--- src/rtl/id_stage_top_if.sv ---
// Decode-stage bus: IF/ID inputs, hazard sideband from EX/MEM, WB write port and ID/EX outputs.
// The master side drives the upstream inputs; the slave side is the decode stage itself.
interface id_stage_top_if #(
  parameter int DATA_W = 32
);
  logic [31:0]       if_id_pc;
  logic [31:0]       if_id_instruction;
  logic [3:0]        sr;
  logic              flush;
  logic              exe_wb_en;
  logic [3:0]        exe_dest;
  logic              exe_mem_r_en;
  logic              mem_wb_en;
  logic [3:0]        mem_dest;
  logic              wb_wb_en;
  logic [3:0]        wb_dest;
  logic [DATA_W-1:0] wb_value;
  logic              hazard_freeze;
  logic [31:0]       id_ex_pc;
  logic [DATA_W-1:0] id_ex_val_rn;
  logic [DATA_W-1:0] id_ex_val_rm;
  logic [3:0]        id_ex_dest;
  logic [3:0]        id_ex_src1;
  logic [3:0]        id_ex_src2;
  logic [3:0]        id_ex_exe_cmd;
  logic              id_ex_mem_r_en;
  logic              id_ex_mem_w_en;
  logic              id_ex_wb_en;
  logic              id_ex_b;
  logic              id_ex_s;
  logic              id_ex_imm;
  logic [11:0]       id_ex_shift_op;
  logic [23:0]       id_ex_simm24;

  modport master (
    output if_id_pc, if_id_instruction, sr, flush, exe_wb_en, exe_dest, exe_mem_r_en,
           mem_wb_en, mem_dest, wb_wb_en, wb_dest, wb_value,
    input  hazard_freeze, id_ex_pc, id_ex_val_rn, id_ex_val_rm, id_ex_dest, id_ex_src1,
           id_ex_src2, id_ex_exe_cmd, id_ex_mem_r_en, id_ex_mem_w_en, id_ex_wb_en, id_ex_b,
           id_ex_s, id_ex_imm, id_ex_shift_op, id_ex_simm24
  );

  modport slave (
    input  if_id_pc, if_id_instruction, sr, flush, exe_wb_en, exe_dest, exe_mem_r_en,
           mem_wb_en, mem_dest, wb_wb_en, wb_dest, wb_value,
    output hazard_freeze, id_ex_pc, id_ex_val_rn, id_ex_val_rm, id_ex_dest, id_ex_src1,
           id_ex_src2, id_ex_exe_cmd, id_ex_mem_r_en, id_ex_mem_w_en, id_ex_wb_en, id_ex_b,
           id_ex_s, id_ex_imm, id_ex_shift_op, id_ex_simm24
  );
endinterface

--- src/rtl/id_stage_top.sv ---
// ARM-subset decode stage: register file, decoder, condition check, hazard detection, ID/EX register.
// Optional macro FORWARDING_EN: only a load in EX can stall; MEM-stage producers are forwarded downstream.
module id_stage_top #(
  parameter int DATA_W = 32
) (
  input  logic clk,
  input  logic rst,
  id_stage_top_if.slave bus
);
  logic [3:0] cond, op, rn, rd, src2;
  logic [1:0] mode;
  logic       imm_bit, s_bit, is_str, two_src, use_src1, cond_pass, hazard;
  logic [3:0] cmd_d;
  logic       mem_r_d, mem_w_d, wb_d, b_d, s_d;
  logic [DATA_W-1:0] val_rn_d, val_rm_d;
  logic n_f, z_f, c_f, v_f;

  assign cond     = bus.if_id_instruction[31:28];
  assign mode     = bus.if_id_instruction[27:26];
  assign imm_bit  = bus.if_id_instruction[25];
  assign op       = bus.if_id_instruction[24:21];
  assign s_bit    = bus.if_id_instruction[20];
  assign rn       = bus.if_id_instruction[19:16];
  assign rd       = bus.if_id_instruction[15:12];
  assign is_str   = (mode == 2'b01) && !s_bit;
  assign src2     = is_str ? rd : bus.if_id_instruction[3:0];
  assign two_src  = !imm_bit || is_str;
  assign use_src1 = (mode != 2'b10);
  assign {n_f, z_f, c_f, v_f} = bus.sr;

  always_comb begin
    case (cond)
      4'h0:    cond_pass = z_f;
      4'h1:    cond_pass = !z_f;
      4'h2:    cond_pass = c_f;
      4'h3:    cond_pass = !c_f;
      4'h4:    cond_pass = n_f;
      4'h5:    cond_pass = !n_f;
      4'h6:    cond_pass = v_f;
      4'h7:    cond_pass = !v_f;
      4'h8:    cond_pass = c_f && !z_f;
      4'h9:    cond_pass = !c_f || z_f;
      4'hA:    cond_pass = (n_f == v_f);
      4'hB:    cond_pass = (n_f != v_f);
      4'hC:    cond_pass = !z_f && (n_f == v_f);
      4'hD:    cond_pass = z_f || (n_f != v_f);
      4'hE:    cond_pass = 1'b1;
      default: cond_pass = 1'b0;
    endcase
  end

  // Control decode; a failed condition turns the instruction into a no-op.
  always_comb begin
    cmd_d   = 4'b0000;
    mem_r_d = 1'b0;
    mem_w_d = 1'b0;
    wb_d    = 1'b0;
    b_d     = 1'b0;
    s_d     = 1'b0;
    case (mode)
      2'b00: begin
        wb_d = 1'b1;
        s_d  = s_bit;
        case (op)
          4'b1101: cmd_d = 4'b0001;
          4'b1111: cmd_d = 4'b1001;
          4'b0100: cmd_d = 4'b0010;
          4'b0101: cmd_d = 4'b0011;
          4'b0010: cmd_d = 4'b0100;
          4'b0110: cmd_d = 4'b0101;
          4'b0000: cmd_d = 4'b0110;
          4'b1100: cmd_d = 4'b0111;
          4'b0001: cmd_d = 4'b1000;
          4'b1010: begin cmd_d = 4'b0100; wb_d = 1'b0; end
          4'b1000: begin cmd_d = 4'b0110; wb_d = 1'b0; end
          default: begin wb_d = 1'b0; s_d = 1'b0; end
        endcase
      end
      2'b01: begin
        cmd_d   = 4'b0010;
        mem_r_d = s_bit;
        wb_d    = s_bit;
        mem_w_d = !s_bit;
      end
      2'b10:   b_d = 1'b1;
      default: ;
    endcase
    if (!cond_pass) begin
      cmd_d   = 4'b0000;
      mem_r_d = 1'b0;
      mem_w_d = 1'b0;
      wb_d    = 1'b0;
      b_d     = 1'b0;
      s_d     = 1'b0;
    end
  end

`ifdef FORWARDING_EN
  assign hazard = bus.exe_wb_en && bus.exe_mem_r_en &&
                  ((use_src1 && rn == bus.exe_dest) || (two_src && src2 == bus.exe_dest));
`else
  assign hazard = (bus.exe_wb_en && ((use_src1 && rn == bus.exe_dest) ||
                                     (two_src && src2 == bus.exe_dest))) ||
                  (bus.mem_wb_en && ((use_src1 && rn == bus.mem_dest) ||
                                     (two_src && src2 == bus.mem_dest)));
`endif
  assign bus.hazard_freeze = hazard;

  // r15 is not stored; it always reads as zero.
  logic [DATA_W-1:0] rf_q [15];

  always_ff @(posedge clk) begin
    if (rst) begin
      for (int i = 0; i < 15; i++) rf_q[i] <= DATA_W'(i);
    end else if (bus.wb_wb_en && bus.wb_dest != 4'hF) begin
      rf_q[bus.wb_dest] <= bus.wb_value;
    end
  end

  // Write-through so an instruction decoded in the WB cycle sees the new value.
  always_comb begin
    val_rn_d = '0;
    val_rm_d = '0;
    if (rn != 4'hF)
      val_rn_d = (bus.wb_wb_en && bus.wb_dest == rn) ? bus.wb_value : rf_q[rn];
    if (src2 != 4'hF)
      val_rm_d = (bus.wb_wb_en && bus.wb_dest == src2) ? bus.wb_value : rf_q[src2];
  end

  logic [31:0]       pc_q;
  logic [DATA_W-1:0] val_rn_q, val_rm_q;
  logic [3:0]        dest_q, src1_q, src2_q, cmd_q;
  logic              mem_r_q, mem_w_q, wb_q, b_q, s_q, imm_q;
  logic [11:0]       shift_op_q;
  logic [23:0]       simm24_q;

  always_ff @(posedge clk) begin
    if (rst) begin
      pc_q <= '0; val_rn_q <= '0; val_rm_q <= '0;
      dest_q <= '0; src1_q <= '0; src2_q <= '0; imm_q <= 1'b0;
      shift_op_q <= '0; simm24_q <= '0;
      cmd_q <= '0; mem_r_q <= 1'b0; mem_w_q <= 1'b0;
      wb_q <= 1'b0; b_q <= 1'b0; s_q <= 1'b0;
    end else begin
      pc_q       <= bus.if_id_pc;
      val_rn_q   <= val_rn_d;
      val_rm_q   <= val_rm_d;
      dest_q     <= rd;
      src1_q     <= rn;
      src2_q     <= src2;
      imm_q      <= imm_bit;
      shift_op_q <= bus.if_id_instruction[11:0];
      simm24_q   <= bus.if_id_instruction[23:0];
      if (bus.flush || hazard) begin
        cmd_q <= '0; mem_r_q <= 1'b0; mem_w_q <= 1'b0;
        wb_q <= 1'b0; b_q <= 1'b0; s_q <= 1'b0;
      end else begin
        cmd_q <= cmd_d; mem_r_q <= mem_r_d; mem_w_q <= mem_w_d;
        wb_q <= wb_d; b_q <= b_d; s_q <= s_d;
      end
    end
  end

  assign bus.id_ex_pc       = pc_q;
  assign bus.id_ex_val_rn   = val_rn_q;
  assign bus.id_ex_val_rm   = val_rm_q;
  assign bus.id_ex_dest     = dest_q;
  assign bus.id_ex_src1     = src1_q;
  assign bus.id_ex_src2     = src2_q;
  assign bus.id_ex_exe_cmd  = cmd_q;
  assign bus.id_ex_mem_r_en = mem_r_q;
  assign bus.id_ex_mem_w_en = mem_w_q;
  assign bus.id_ex_wb_en    = wb_q;
  assign bus.id_ex_b        = b_q;
  assign bus.id_ex_s        = s_q;
  assign bus.id_ex_imm      = imm_q;
  assign bus.id_ex_shift_op = shift_op_q;
  assign bus.id_ex_simm24   = simm24_q;
endmodule

--- src/flat_wrapper.sv ---
// flat-port wrapper written by rule: the top's interface ports become plain ports
module id_stage_top_flat 
#(
  parameter int DATA_W = 32
)
  (clk, rst, bus_if_id_pc, bus_if_id_instruction, bus_sr, bus_flush, bus_exe_wb_en, bus_exe_dest, bus_exe_mem_r_en, bus_mem_wb_en, bus_mem_dest, bus_wb_wb_en, bus_wb_dest, bus_wb_value, bus_hazard_freeze, bus_id_ex_pc, bus_id_ex_val_rn, bus_id_ex_val_rm, bus_id_ex_dest, bus_id_ex_src1, bus_id_ex_src2, bus_id_ex_exe_cmd, bus_id_ex_mem_r_en, bus_id_ex_mem_w_en, bus_id_ex_wb_en, bus_id_ex_b, bus_id_ex_s, bus_id_ex_imm, bus_id_ex_shift_op, bus_id_ex_simm24);
  id_stage_top_if #(.DATA_W(DATA_W)) bus_i ();
  input  logic clk;
  input  logic rst;
  input wire logic [$bits(bus_i.if_id_pc)-1:0] bus_if_id_pc;
  input wire logic [$bits(bus_i.if_id_instruction)-1:0] bus_if_id_instruction;
  input wire logic [$bits(bus_i.sr)-1:0] bus_sr;
  input wire logic [$bits(bus_i.flush)-1:0] bus_flush;
  input wire logic [$bits(bus_i.exe_wb_en)-1:0] bus_exe_wb_en;
  input wire logic [$bits(bus_i.exe_dest)-1:0] bus_exe_dest;
  input wire logic [$bits(bus_i.exe_mem_r_en)-1:0] bus_exe_mem_r_en;
  input wire logic [$bits(bus_i.mem_wb_en)-1:0] bus_mem_wb_en;
  input wire logic [$bits(bus_i.mem_dest)-1:0] bus_mem_dest;
  input wire logic [$bits(bus_i.wb_wb_en)-1:0] bus_wb_wb_en;
  input wire logic [$bits(bus_i.wb_dest)-1:0] bus_wb_dest;
  input wire logic [$bits(bus_i.wb_value)-1:0] bus_wb_value;
  output wire logic [$bits(bus_i.hazard_freeze)-1:0] bus_hazard_freeze;
  output wire logic [$bits(bus_i.id_ex_pc)-1:0] bus_id_ex_pc;
  output wire logic [$bits(bus_i.id_ex_val_rn)-1:0] bus_id_ex_val_rn;
  output wire logic [$bits(bus_i.id_ex_val_rm)-1:0] bus_id_ex_val_rm;
  output wire logic [$bits(bus_i.id_ex_dest)-1:0] bus_id_ex_dest;
  output wire logic [$bits(bus_i.id_ex_src1)-1:0] bus_id_ex_src1;
  output wire logic [$bits(bus_i.id_ex_src2)-1:0] bus_id_ex_src2;
  output wire logic [$bits(bus_i.id_ex_exe_cmd)-1:0] bus_id_ex_exe_cmd;
  output wire logic [$bits(bus_i.id_ex_mem_r_en)-1:0] bus_id_ex_mem_r_en;
  output wire logic [$bits(bus_i.id_ex_mem_w_en)-1:0] bus_id_ex_mem_w_en;
  output wire logic [$bits(bus_i.id_ex_wb_en)-1:0] bus_id_ex_wb_en;
  output wire logic [$bits(bus_i.id_ex_b)-1:0] bus_id_ex_b;
  output wire logic [$bits(bus_i.id_ex_s)-1:0] bus_id_ex_s;
  output wire logic [$bits(bus_i.id_ex_imm)-1:0] bus_id_ex_imm;
  output wire logic [$bits(bus_i.id_ex_shift_op)-1:0] bus_id_ex_shift_op;
  output wire logic [$bits(bus_i.id_ex_simm24)-1:0] bus_id_ex_simm24;
  assign bus_i.if_id_pc = bus_if_id_pc;
  assign bus_i.if_id_instruction = bus_if_id_instruction;
  assign bus_i.sr = bus_sr;
  assign bus_i.flush = bus_flush;
  assign bus_i.exe_wb_en = bus_exe_wb_en;
  assign bus_i.exe_dest = bus_exe_dest;
  assign bus_i.exe_mem_r_en = bus_exe_mem_r_en;
  assign bus_i.mem_wb_en = bus_mem_wb_en;
  assign bus_i.mem_dest = bus_mem_dest;
  assign bus_i.wb_wb_en = bus_wb_wb_en;
  assign bus_i.wb_dest = bus_wb_dest;
  assign bus_i.wb_value = bus_wb_value;
  assign bus_hazard_freeze = bus_i.hazard_freeze;
  assign bus_id_ex_pc = bus_i.id_ex_pc;
  assign bus_id_ex_val_rn = bus_i.id_ex_val_rn;
  assign bus_id_ex_val_rm = bus_i.id_ex_val_rm;
  assign bus_id_ex_dest = bus_i.id_ex_dest;
  assign bus_id_ex_src1 = bus_i.id_ex_src1;
  assign bus_id_ex_src2 = bus_i.id_ex_src2;
  assign bus_id_ex_exe_cmd = bus_i.id_ex_exe_cmd;
  assign bus_id_ex_mem_r_en = bus_i.id_ex_mem_r_en;
  assign bus_id_ex_mem_w_en = bus_i.id_ex_mem_w_en;
  assign bus_id_ex_wb_en = bus_i.id_ex_wb_en;
  assign bus_id_ex_b = bus_i.id_ex_b;
  assign bus_id_ex_s = bus_i.id_ex_s;
  assign bus_id_ex_imm = bus_i.id_ex_imm;
  assign bus_id_ex_shift_op = bus_i.id_ex_shift_op;
  assign bus_id_ex_simm24 = bus_i.id_ex_simm24;
  id_stage_top #(.DATA_W(DATA_W)) u_core (.clk(clk), .rst(rst), .bus(bus_i));
endmodule
--- config.mk ---
export PLATFORM = sky130hd
export DESIGN_NAME = id_stage_top_flat
export DESIGN_NICKNAME = d
export VERILOG_FILES = /design/src/rtl/id_stage_top_if.sv /design/src/rtl/id_stage_top.sv /design/src/flat_wrapper.sv
export SDC_FILE = /design/constraint.sdc
export NUM_CORES = 1
export LEC_CHECK = 0
export CORE_ASPECT_RATIO = 0.6
export CORE_MARGIN = 2
export CORE_UTILIZATION = 60
export DETAILED_ROUTE_END_ITERATION = 16
export PLACE_DENSITY = 0.81
export REMOVE_ABC_BUFFERS = 1
export SYNTH_ARGS = -nofsm -noshare
export SYNTH_HDL_FRONTEND = slang
export SYNTH_SLANG_ARGS = --single-unit
--- constraint.sdc ---
create_clock -name clk -period 6.72 [get_ports clk]
set_input_delay 1.344 -clock clk [delete_from_list [all_inputs] [get_ports clk]]
set_output_delay 1.344 -clock clk [all_outputs]
set_load 0.01 [all_outputs]
==> impl_metrics.toml <==
[finish]
fin_nets = 2774
final_area_mm2 = 0.0390
multi_input_area_mm2 = 0.0148
fill_cells = 3775
drive_gt1_share_pct = 18.4
ff_latch_area_mm2 = 0.0181
syn_to_final_growth_pct = 15.4

[clock_tree]
path_clk_slew_ns = 0.07
cts_tree = "done"
post-cts-setup-buffers = 0
clk_root_buffer_cell = "clkbuf_16"
hold_buffers = 0
clock_path_buffers = 3
cts_inserted_buffers = 59
htreeDepth = 2
cts.repair.resized = 0
clock_latency_ns = 0.63
cts_sinks = 646

[run]
max_cap_violations = 1

[yosys]
async_flop_share_pct = 0
synth_top_area_share_pct = 45.5
synth.top_cells.by_count = "edfxtp_1, and2_1, mux2i_1, mux4_2, clkbuf_1"
yosysMostFrequentCell = "edfxtp_1"
syn_area_per_cell_um2 = 13.6
ys_seq_elements = 646
ys_warn_count = 0
syn_area_mm2 = 0.0338
synthCells = 2490
synth-edff-count = 512
yosysTopAreaCell = "edfxtp_1"
synth-main-ff-cell = "edfxtp_1"
synth_cell_type_count = 54
synth.area.top_cells = "edfxtp_1, mux4_2, and2_1"
ys_seq_area_share_pct = 53.5

[routing]
drt_first_pass_iters = 6
detail_route.wl_per_cell_um = 31.9
wirelength_um = 111000
vias = 24300
drt_drc_violations_left = 0
detail-route-antenna-nets = 0
drtIter0Drc = 4038
vias_per_cell = 7.01

[power_and_ir_drop]
pwr-share-seq_pct = 49.4
p_leak_nw = 14.1
p_per_area_mw_per_mm2 = 245
p_switching_mw = 2.48
switching_share_pct = 26.0
internal_power_mw = 7.07
peakVddDrop_mv = 0.230
power_frac_clock_pct = 35.7
combPwrFrac_pct = 14.9
p_total_mw = 9.55

[hold_path]
min_to = "u_core.bus.id_ex_val_rm[23]"
hold_path_depth = 4
hp-start = "u_core.rf_q[13][23]"
hp-class = "register to register"

[global_routing]
grt_pass1_vias = 24100
grt_use_total_pct = 38.0
grt_pass1_wl_um = 160000
antenna_found_initial = 5
grt_max_degree = 111
overflow = 0

[sta]
fmax_ghz = 0.172
tightest_slew_ns = 1.54
slew_headroom_pct = -3.48
rsz0062_at_grt = "no"
whs_ns = 0.739
min_period_ns = 5.82
clock_skew_ns = 0.0209
setup_violations = 0
final_max_slew_viol_count = 12
hold_viol_final = 0
fin_crit_sh_pct = 86.6

[floorplan]
start_util_pct = 60.6
die_w_um = 310
die_area_mm2 = 0.0583
num_io_pins = 274
die_h_um = 188
rows = 67
coreArea_mm2 = 0.0557

[critical_path]
crit_fanout = 15
reg2reg_to = "u_core.bus.id_ex_val_rn[30]"
crit_arrival_ns = 4.47
start_kind = "input pin"
reg2reg_depth = 4
startpoint = "bus_if_id_instruction[26]"
timing.rr.start = "u_core.rf_q[11][30]"
crit_required_ns = 5.38
r2r_setup_slack_ns = 4.60
critPathCaptureType = "output port"
worstSetupPathType = "input pin to output port"

[placement]
numPortBuffers = 272
dp_hpwl_um = 62600
dpl_cell_area_mm2 = 0.0370
gp_congestion = 0.901

[status]
status = "complete, but fails checks"
violations = "capacitance limit, slew limit"
==> state kept, by name, indices dropped and copies added (netlist names), 4 cells and up <==
| signal | cells |
|---|---|
| u_core.bus.id_ex_src2 | 4 |
| u_core.bus.id_ex_exe_cmd | 4 |
| u_core.bus.id_ex_val_rn | 32 |
| u_core.bus.id_ex_simm24 | 24 |
| u_core.rf_q | 512 |
| u_core.bus.id_ex_val_rm | 32 |
| u_core.bus.id_ex_pc | 32 |
==> power groups by stage <==
stage | Combinational, mW | Sequential (mW) | Clock, mW
6_report | 1.43 | 4.72 | 3.41
5_1_grt | 1.48 | 4.74 | 3.55
4_1_cts | 1.39 | 4.71 | 3.41
3_5_place_dp | 1.38 | 4.79 | 0
3_3_place_gp | 1.35 | 4.77 | 0
2_1_floorplan | 0.700 | 4.78 | 0
==> cell families (layout without fill, tap and decap cells) <==
kind of cell | after synthesis | after routing | synth area share [%]
mux | 519 | 519 | 23.9
buf+inv | 261 | 446 | 3.38
flops | 646 | 646 | 53.5
other cells | 1 | 35 | 0.0111
simple gates | 784 | 784 | 13.5
compound gates | 249 | 249 | 4.94
xor+xnor | 30 | 30 | 0.778
==> cells in the final DEF (no fill, tap or decap), types with 3 or more instances in the layout <==
master / instances
o22ai_1: 96
or2_2: 15
conb_1: 32
buf_4: 61
mux2_2: 63
clkdlybuf4s50_1: 263
buf_2: 4
nand2_1: 17
or3_1: 27
nand3_1: 7
a22o_1: 31
clkinv_1: 4
clkinv_2: 13
and2_1: 453
clkbuf_16: 63
nor2_1: 114
a21oi_1: 38
nand2b_1: 15
o32ai_1: 31
nor4_1: 40
xor2_1: 19
mux4_2: 224
xnor2_1: 11
nor2_2: 11
dfxtp_1: 134
clkbuf_8: 11
mux2i_1: 231
nor3_1: 7
diode_2: 3
nor3_2: 6
clkbuf_1: 14
nor2b_1: 57
o21ai_0: 6
o21ai_1: 29
edfxtp_1: 512
==> critical path, cell delays in order <==
cell             delay (ns)
clkdlybuf4s50_1        0.64
nor3b_4                0.26
buf_4                  0.34
mux2i_1                0.41
xor2_1                 0.21
o2111ai_1              0.18
o221ai_2               0.44
clkdlybuf4s50_1        0.64
==> cell type report <==
class	count	share of cell area [%]
tap	759	2.44
antenna	3	0.0193
timing repair buffer	333	8.18
inverter	1	0.00963
clock buffer	88	4.57
multi-input combinational	1614	38.1
clock inverter	24	0.382
sequential	646	46.3
==> metal layers <==
layer | up-vias | wire length (um) | GRT usage [%]
li1 | 9731 | - | -
met1 | 12000 | 40000 | 53.5
met2 | 2235 | 47300 | 54.1
met3 | 390 | 18200 | 13.0
met4 | 0 | 5170 | 15.8
met5 | - | 0 | 0
==> worst max-delay path by stage <==
| stage | endpoint | cells after the start | slack [ns] |
|---|---|---|---|
| global placement | bus_hazard_freeze | 7 | 0.99 |
| global route | bus_hazard_freeze | 8 | 0.71 |
| detailed placement | bus_hazard_freeze | 8 | 0.95 |
| CTS | bus_hazard_freeze | 8 | 0.93 |
| floorplan | u_core.bus.id_ex_val_rm[0] | 6 | -1.11 |
| finish | bus_hazard_freeze | 8 | 0.90 |
==> through the flow <==
| step | std cells | setup TNS, ns | worst slack (ns) | utilization, % |
|---|---|---|---|---|
| CTS | 3465 | 0 | 0.927 | 69.9 |
| floorplan | 2261 | -35.49 | -1.11 | - |
| global route | 3466 | 0 | 0.710 | 69.9 |
| global placement | 3353 | 0 | 0.989 | 66.4 |
| detailed placement | 3353 | 0 | 0.947 | 66.4 |
| finish | 3468 | 0 | 0.904 | 69.9 |
(Power assumes the default switching activity.)
